[src/rtl/mem_stage_sram_ctrl.sv]
// -----------------------------------------------------------------------------
// mem_stage_sram_ctrl
//
// Memory stage that sits between EXE_Stage_Reg and MEM_Stage_Reg.  A 32-bit
// load or store is split into two 16-bit accesses on an external SRAM: the low
// halfword first, then the high halfword.  Each half-access is held on the
// SRAM bus for ACC_CYCLES cycles.  While a transaction is in flight, ready is
// low; the pipeline uses ~ready as its global freeze, so all *_in inputs stay
// stable until the one-cycle DONE state, when the pipeline advances.
//
// Parameters
//   ADDR_W      SRAM halfword address width
//   DATA_BASE   byte address that maps to SRAM halfword 0
//   ACC_CYCLES  cycles each half-access is held on the bus (>= 1)
//
// Ports
//   clk            clock, rising edge
//   rst            synchronous reset, active low
//   mem_read_in    load request
//   mem_write_in   store request (wins if both request bits are set)
//   WB_en_in       write-back enable            -> WB_en_out   (pass-through)
//   dst_in         destination register         -> dst_out     (pass-through)
//   ALU_res_in     byte address / ALU result    -> ALU_res_out (pass-through)
//   val_Rm_in      store data
//   mem_read_out   pass-through of mem_read_in
//   mem_data_out   assembled load data, registered, holds between loads
//   ready          1 = no stall, 0 = freeze pipeline
//   sram_addr      SRAM halfword address (registered)
//   sram_dq_out    SRAM write data
//   sram_dq_oe     1 = controller drives the DQ bus
//   sram_we_n      SRAM write strobe, active low
//   sram_dq_in     SRAM read data, valid while the address is held
// -----------------------------------------------------------------------------
module mem_stage_sram_ctrl #(
    parameter int ADDR_W     = 18,
    parameter int DATA_BASE  = 1024,
    parameter int ACC_CYCLES = 2
) (
    input  logic              clk,
    input  logic              rst,
    input  logic              mem_read_in,
    input  logic              mem_write_in,
    input  logic              WB_en_in,
    input  logic [3:0]        dst_in,
    input  logic [31:0]       ALU_res_in,
    input  logic [31:0]       val_Rm_in,
    output logic              WB_en_out,
    output logic              mem_read_out,
    output logic [3:0]        dst_out,
    output logic [31:0]       ALU_res_out,
    output logic [31:0]       mem_data_out,
    output logic              ready,
    output logic [ADDR_W-1:0] sram_addr,
    output logic [15:0]       sram_dq_out,
    output logic              sram_dq_oe,
    output logic              sram_we_n,
    input  logic [15:0]       sram_dq_in
);

    localparam int              CNT_W      = (ACC_CYCLES < 2) ? 1 : $clog2(ACC_CYCLES + 1);
    localparam int              WORD_W     = ADDR_W - 1;
    localparam logic [CNT_W-1:0] CNT_RELOAD = CNT_W'(ACC_CYCLES - 1);
    localparam logic [31:0]     BASE       = 32'(DATA_BASE);

    typedef enum logic [1:0] {
        S_IDLE,
        S_LO,
        S_HI,
        S_DONE
    } state_t;

    state_t           state, state_nx;
    logic [CNT_W-1:0] cnt, cnt_nx;

    logic             req;
    logic [WORD_W-1:0] word;

    // Request captured when the transaction starts.  The freeze keeps the
    // inputs stable anyway, but driving the bus from registers keeps the SRAM
    // pins a pure function of registered state.
    logic             wr_p0;
    logic             rd_p0;
    logic [31:0]      wdata_p0;

    assign req = mem_read_in | mem_write_in;

    // Word index relative to DATA_BASE; addresses below the base simply wrap.
    // The two byte-offset bits are dropped, so accesses are word aligned.
    assign word = WORD_W'((ALU_res_in - BASE) >> 2);

    // Pass-through to MEM_Stage_Reg, combinational in every state.
    assign WB_en_out    = WB_en_in;
    assign mem_read_out = mem_read_in;
    assign dst_out      = dst_in;
    assign ALU_res_out  = ALU_res_in;

    // FSM state register
    always_ff @(posedge clk) begin
        if (!rst) begin
            state <= S_IDLE;
            cnt   <= '0;
        end else begin
            state <= state_nx;
            cnt   <= cnt_nx;
        end
    end

    // FSM next state and ready
    always_comb begin
        state_nx = state;
        cnt_nx   = cnt;
        ready    = 1'b0;
        case (state)
            S_IDLE: begin
                // No request: zero-latency pass, the pipeline never stalls.
                ready = ~req;
                if (req) begin
                    state_nx = S_LO;
                    cnt_nx   = CNT_RELOAD;
                end
            end
            S_LO: begin
                if (cnt == '0) begin
                    state_nx = S_HI;
                    cnt_nx   = CNT_RELOAD;
                end else begin
                    cnt_nx = cnt - CNT_W'(1);
                end
            end
            S_HI: begin
                if (cnt == '0) begin
                    state_nx = S_DONE;
                    cnt_nx   = '0;
                end else begin
                    cnt_nx = cnt - CNT_W'(1);
                end
            end
            S_DONE: begin
                // The pipeline advances on this edge, so returning to IDLE
                // unconditionally cannot re-serve the same instruction.
                ready    = 1'b1;
                state_nx = S_IDLE;
            end
            default: begin
                state_nx = S_IDLE;
                cnt_nx   = '0;
            end
        endcase
    end

    // Request capture, SRAM address and load-data assembly
    always_ff @(posedge clk) begin
        if (!rst) begin
            wr_p0        <= 1'b0;
            rd_p0        <= 1'b0;
            sram_addr    <= '0;
            mem_data_out <= '0;
        end else begin
            if (state == S_IDLE && req) begin
                // A request with both bits set is a store; the load side is
                // suppressed so mem_data_out keeps its old value.
                wr_p0     <= mem_write_in;
                rd_p0     <= mem_read_in & ~mem_write_in;
                sram_addr <= {word, 1'b0};
            end
            if (state == S_LO && cnt == '0) begin
                sram_addr[0] <= 1'b1;
                if (rd_p0) begin
                    mem_data_out[15:0] <= sram_dq_in;
                end
            end
            if (state == S_HI && cnt == '0 && rd_p0) begin
                mem_data_out[31:16] <= sram_dq_in;
            end
        end
    end

    // Store data has no reset: it only reaches the bus while wr_p0 is set,
    // and wr_p0 is only set together with a fresh capture.
    always_ff @(posedge clk) begin
        if (state == S_IDLE && req) begin
            wdata_p0 <= val_Rm_in;
        end
    end

    // SRAM strobes decoded from registered state only, so they cannot glitch
    // on input changes.  A reset returns the FSM to IDLE, which releases
    // we_n on the following cycle.
    always_comb begin
        sram_we_n   = 1'b1;
        sram_dq_oe  = 1'b0;
        sram_dq_out = 16'h0000;
        if (wr_p0) begin
            case (state)
                S_LO: begin
                    sram_we_n   = 1'b0;
                    sram_dq_oe  = 1'b1;
                    sram_dq_out = wdata_p0[15:0];
                end
                S_HI: begin
                    sram_we_n   = 1'b0;
                    sram_dq_oe  = 1'b1;
                    sram_dq_out = wdata_p0[31:16];
                end
                default: begin
                    sram_we_n   = 1'b1;
                    sram_dq_oe  = 1'b0;
                    sram_dq_out = 16'h0000;
                end
            endcase
        end
    end

endmodule
[config.mk]
export PLATFORM = sky130hd
export DESIGN_NAME = mem_stage_sram_ctrl
export DESIGN_NICKNAME = d
export VERILOG_FILES = /design/src/rtl/mem_stage_sram_ctrl.sv
export SDC_FILE = /design/constraint.sdc
export NUM_CORES = 1
export LEC_CHECK = 0
export ABC_CLOCK_PERIOD_IN_PS = 3200
export BUFFER_PORTS_ARGS = -buffer_cell sky130_fd_sc_hd__clkbuf_2
export CORE_UTILIZATION = 45
export DETAILED_ROUTE_END_ITERATION = 8
export GPL_TIMING_DRIVEN = 0
export PLACE_DENSITY_LB_ADDON = 0.3
export SYNTH_ARGS = -nofsm -noshare
export SYNTH_HDL_FRONTEND = slang
export SYNTH_SLANG_ARGS = --single-unit
[constraint.sdc]
create_clock -name clk -period 3.2 [get_ports clk]
set_input_delay 0.32 -clock clk [delete_from_list [all_inputs] [get_ports clk]]
set_output_delay 0.32 -clock clk [all_outputs]
set_load 0.02 [all_outputs]
# Yosys cells after proc, flatten, opt, wreduce, memory -nomap -nowiden

Index checks and enable logic that the tools add are counted.

Logic and storage cells: 49
Output and inout port bits: 107
Input bits: 89
Flip-flop bits (word level): 88

Eq/ne operators: 6
Reduce and logical (&&, ||, !) cells: 12
Bitwise operators: 4
Muxes and demuxes: 16
$add $sub $neg: 2

Operator list:

| cell                                                                  | count |
|---|---|
| 16-bit case mux with 2 select lines                                   | 1 |
| 19-bit by 11-bit subtractor with 19-bit output, second input constant | 1 |
| 16-bit 2-to-1 mux                                                     | 1 |
| 2-bit 2-to-1 mux                                                      | 5 |
| 2-bit case mux with 4 select lines                                    | 1 |
| 1-bit 2-to-1 mux                                                      | 6 |
| 2-bit != test, second input constant                                  | 3 |
| 2-bit case mux with 3 select lines                                    | 1 |
| 2-bit equality test, second input constant                            | 2 |
| 1-bit logical AND                                                     | 4 |
| 2-bit zero test                                                       | 2 |
| 2-bit AND reduction                                                   | 2 |
| 3-bit AND reduction                                                   | 1 |
| 3-bit nonzero test                                                    | 1 |
| 2-bit by 1-bit equality test with 1-bit output, second input constant | 1 |
| 1-bit inverter                                                        | 2 |
| 1-bit case mux with 2 select lines                                    | 1 |
| 2-bit nonzero test                                                    | 1 |
| 2-bit OR reduction                                                    | 1 |
| 2-bit by 1-bit subtractor with 2-bit output, second input constant    | 1 |
| 1-bit AND                                                             | 1 |
| 1-bit OR                                                              | 1 |

# Depth between registers and ports, before layout

Word-level depth: 4
Mapped depth: 7

# Least setup slack after synthesis

No wires, ideal clock.

Kind: register -> register
Start: register state[0]
End: register wdata_p0[0], enable pin
Setup slack: 0.771 ns
Arrival time: 2.020 ns
Period minus slack after synthesis: 2.429 ns
Path buffers: 1
Stages on the path, launching flop included: 6
Cells stage by stage: dfxtp_1 inv_1 ha_1 o21ai_2 clkinv_1 buf_1

Cells in the longest elaborated chain, start to end: 2

Ends and longest elaborated chain:

| item                   | RTL line | RTL |
|---|---|---|
| from (decl)            | 72       | `state_t state, state_nx;` |
| from (signal assigned) | 103      | `state <= state_nx;` |
| 2-bit zero test        | 181      | `if (state == S_IDLE && req) begin` |
| 1-bit logical AND      | 181      |  |
| to (signal assigned)   | 182      | `wdata_p0 <= val_Rm_in;` |
| to (decl)              | 83       | `logic [31:0] wdata_p0;` |

No other way between the ends.
A chain may end at the register's enable or synchronous reset.

# Worst setup path after layout

Start: register state[1]
End: output port sram_dq_out[12]

Cells in the longest elaborated chain, start to end: 3

Ends and longest elaborated chain:

| item                                                                                         | RTL line | RTL |
|---|---|---|
| 2-bit equality test / 2-bit by 1-bit equality test with 1-bit output (equally long branches) | 194      | `case (state)` |
| 16-bit case mux with 2 select lines *                                                        | 194      |  |
| 16-bit 2-to-1 mux *                                                                          | 193      | `if (wr_p0) begin` |
| to (decl)                                                                                    | 54       | `output logic [15:0] sram_dq_out,` |

Every way passes the cells marked *; elsewhere a longest branch is shown, timed or not.

==> results.toml <==
[pwr]
p_clk_frac = 0.234
power_frac_comb = 0.327
ir_worst_vdd_v = 0.0004379
power_mw = 3.524
p_int_mw = 2.288
p_leak_nw = 2.195
pwr-share-seq = 0.439
switching_share = 0.3509
switchingPower_mw = 1.237
p_per_area_mw_per_mm2 = 717.1

[logic_synthesis]
syn_inst = 386
yosysMostFrequentCell = "nand2_1"
synth_common_cells = "86 x nand2_1, 56 x dfxtp_1, 47 x a21oi_1"
synth_edf_count = 32
avgSynthCellArea_sq_um = 9.559
synth_top_flop_cell = "dfxtp_1"
ys_seq_elements = 88
synthArstFlopShare = 0
synth_cell_types = 36
yosysSeqAreaShare = 0.5643
synth_area_sq_mm = 0.003690
yosys_warnings = 0
yosysTopAreaCellShare = 0.3038
synthTopCellsByArea = "dfxtp_1 30%, edfxtp_1 26%, nand2_1 8.7%, buf_4 7.7%, a21oi_1 6.4%"
synth_nets = 482
yosysTopAreaCell = "dfxtp_1"

[floorplan]
top_level_ports = 196
die_h_um = 92.55
row_count = 32
core-area_sq_mm = 0.007848
start_util = 0.4702
fp.dieArea_sq_mm = 0.008566
dieWidth_um = 92.55

[worst_setup_path]
r2r_start = "state[0]$_SDFFE_PN0P_"
rr_endpoint = "wdata_p0[3]$_DFFE_PP_"
end_kind = "output port"
crit_type = "reg -> out"
ff2ff_setup_slack_ns = 0.97
critPathLaunch = "state[1]$_SDFFE_PN0P_"
critical_path_arrival_ns = 2.38
cp_max_fo = 10
reg2reg_depth = 5
start_kind = "flop"
critical_path_required_ns = 2.88
setup.worst_path.end = "sram_dq_out[12]"

[cells_and_area]
nNetsFinal = 667
multi_input_area_sq_mm = 0.001201
drive_above_1_share = 0.4132
fillers = 681
fin_cells = 678
antenna_cells = 0
regArea_sq_mm = 0.002082
post-route-util = 0.6263
area_growth_pct = 33.20

[drt]
drc_errors = 0
wl_per_cell_um = 12.80
routed_wl_um = 8681
via_per_inst = 4.883
first_iter_violations = 156
dr.pass1.iters = 4
vias = 3311
postRouteAntennaNets = 0

[timing]
layout_min_cycle_time_ns = 2.698
fin_skew_ns = 0.01089
fin_crit_sh = 0.8431
hold_viol = 0
setup_violations = 0
tns_ns = 0
worst_pin_slew_ns = 0.8457
rsz0062_at_grt = "false"
layout_setup_ws_ns = 0.5022
maxSlewHeadroom = 0.4362
maxSlewViolCount = 0
fmax_ghz = 0.3707

[hold_path]
hp-class = "in -> reg"

[clock_tree]
cts_setup_buffers = 0
htreeDepth = 3
ctsResizeCount = 0
cts_hold_buf = 0
clock_sinks = 88
clkLatencyLatePin_ns = 0.34
cts_made_buffers = 9
clk_pin_slew_ns = 0.08
cts.path.max_buffers = 2
cts_tree = "built"
clockRootBuffer = "clkbuf_8"

[placement]
port_buffers = 174
place_ws_ns = 0.8482
gp_congestion = 0.7943
dpl.hpwl_um = 6529
placed_cells = 662

[grt]
grt_pass1_vias = 3026
grt_max_degree = 42
grtUsageTotal = 0.1978
antenna_found_initial = 0
grt_pass1_wl_um = 13490
overflow = 0

[run]
drv_cap = 0

[run_status]
status = "finished, final reports clean"
## cell type report
| class | instances | area share |
|---|---|---|
| sequential | 88 | 0.4236 |
| buffer | 61 | 0.07688 |
| clock inverter | 3 | 0.009165 |
| multi-input combinational | 229 | 0.2444 |
| inverter | 8 | 0.006110 |
| clock buffer | 13 | 0.03666 |
| timing repair buffer | 174 | 0.1772 |
| tap | 102 | 0.02597 |
## stage by stage
stage / area, sq um / hold WS, ns
global placement: 4688 / 0.4417
finish: 4915 / 0.1523
floorplan: 3690 / 0.4158
CTS: 4915 / 0.1349
detailed placement: 4690 / 0.4476
global route: 4915 / 0.1292
## flip-flops by register name (all words and copies together) (netlist names)
name and cells:
state 2, rd_p0 1, cnt 2, mem_data_out 32, sram_addr 18, wdata_p0 32, wr_p0 1
## power by group through the flow
stage	sequential, mW	clock [mW]	combinational [mW]
after floorplan	1.66	0	0.696
after global placement	1.56	0	1.13
after detailed placement	1.57	0	1.16
after CTS	1.55	0.854	1.16
after global routing	1.57	0.899	1.27
final	1.55	0.826	1.15
## critical path, stage by stage, from the launching register on
cell      delay (ns)
dfxtp_1         0.35
inv_1           0.12
ha_1            0.24
clkbuf_1        0.45
clkbuf_1        0.45
a22oi_1         0.13
nor2_1          0.12
clkbuf_2        0.18
## cell families (layout without fill, tap and decap cells)
kind of cell	count (synthesis)	in the layout	synth area share
compound gates	91	91	0.1451
xor+xnor	2	2	0.004748
fa+ha+maj	7	7	0.02374
buf+inv	69	259	0.1102
flops	88	88	0.5643
simple gates	129	129	0.1519
## cells in the final DEF, fill, tap and decap left out, types with 2 or more instances in the layout
| master | n |
|---|---|
| clkbuf_2 | 174 |
| nand2_1 | 86 |
| dfxtp_1 | 56 |
| a21oi_1 | 47 |
| buf_4 | 38 |
| edfxtp_1 | 32 |
| nor2_1 | 25 |
| clkbuf_1 | 19 |
| a22oi_1 | 17 |
| o21ai_0 | 11 |
| clkbuf_8 | 11 |
| inv_1 | 7 |
| ha_1 | 7 |
| buf_2 | 5 |
| a31oi_1 | 5 |
| or3_2 | 3 |
| a211oi_1 | 3 |
| nor3b_1 | 2 |
| nor4bb_1 | 2 |
| nand4bb_1 | 2 |
| or4_1 | 2 |
| o31ai_1 | 2 |
| xnor2_1 | 2 |
## layer usage
metal,part of all wire,vias up,track usage
li1,-,1654,-
met1,0.41,1510,0.2331
met2,0.50,139,0.3562
met3,0.073,8,0.03530
met4,0.010,0,0.07422
met5,0,-,0
## how the worst min path moves through the flow
| stage | from | to | slack [ns] | cells past startpoint |
|---|---|---|---|---|
| 6_report | val_Rm_in[4] | wdata_p0[4]$_DFFE_PP_ | 0.15 | 1 |
| 5_1_grt | val_Rm_in[10] | wdata_p0[10]$_DFFE_PP_ | 0.13 | 1 |
| 4_1_cts | val_Rm_in[4] | wdata_p0[4]$_DFFE_PP_ | 0.13 | 1 |
| 3_5_place_dp | mem_data_out[11]$_SDFFE_PN0P_ | mem_data_out[11]$_SDFFE_PN0P_ | 0.45 | 2 |
| 3_3_place_gp | sram_addr[1]$_SDFFE_PN0P_ | sram_addr[1]$_SDFFE_PN0P_ | 0.44 | 2 |
| 2_1_floorplan | ALU_res_in[10] | sram_addr[9]$_SDFFE_PN0P_ | 0.42 | 1 |
Power figures use the tool's default switching activity.
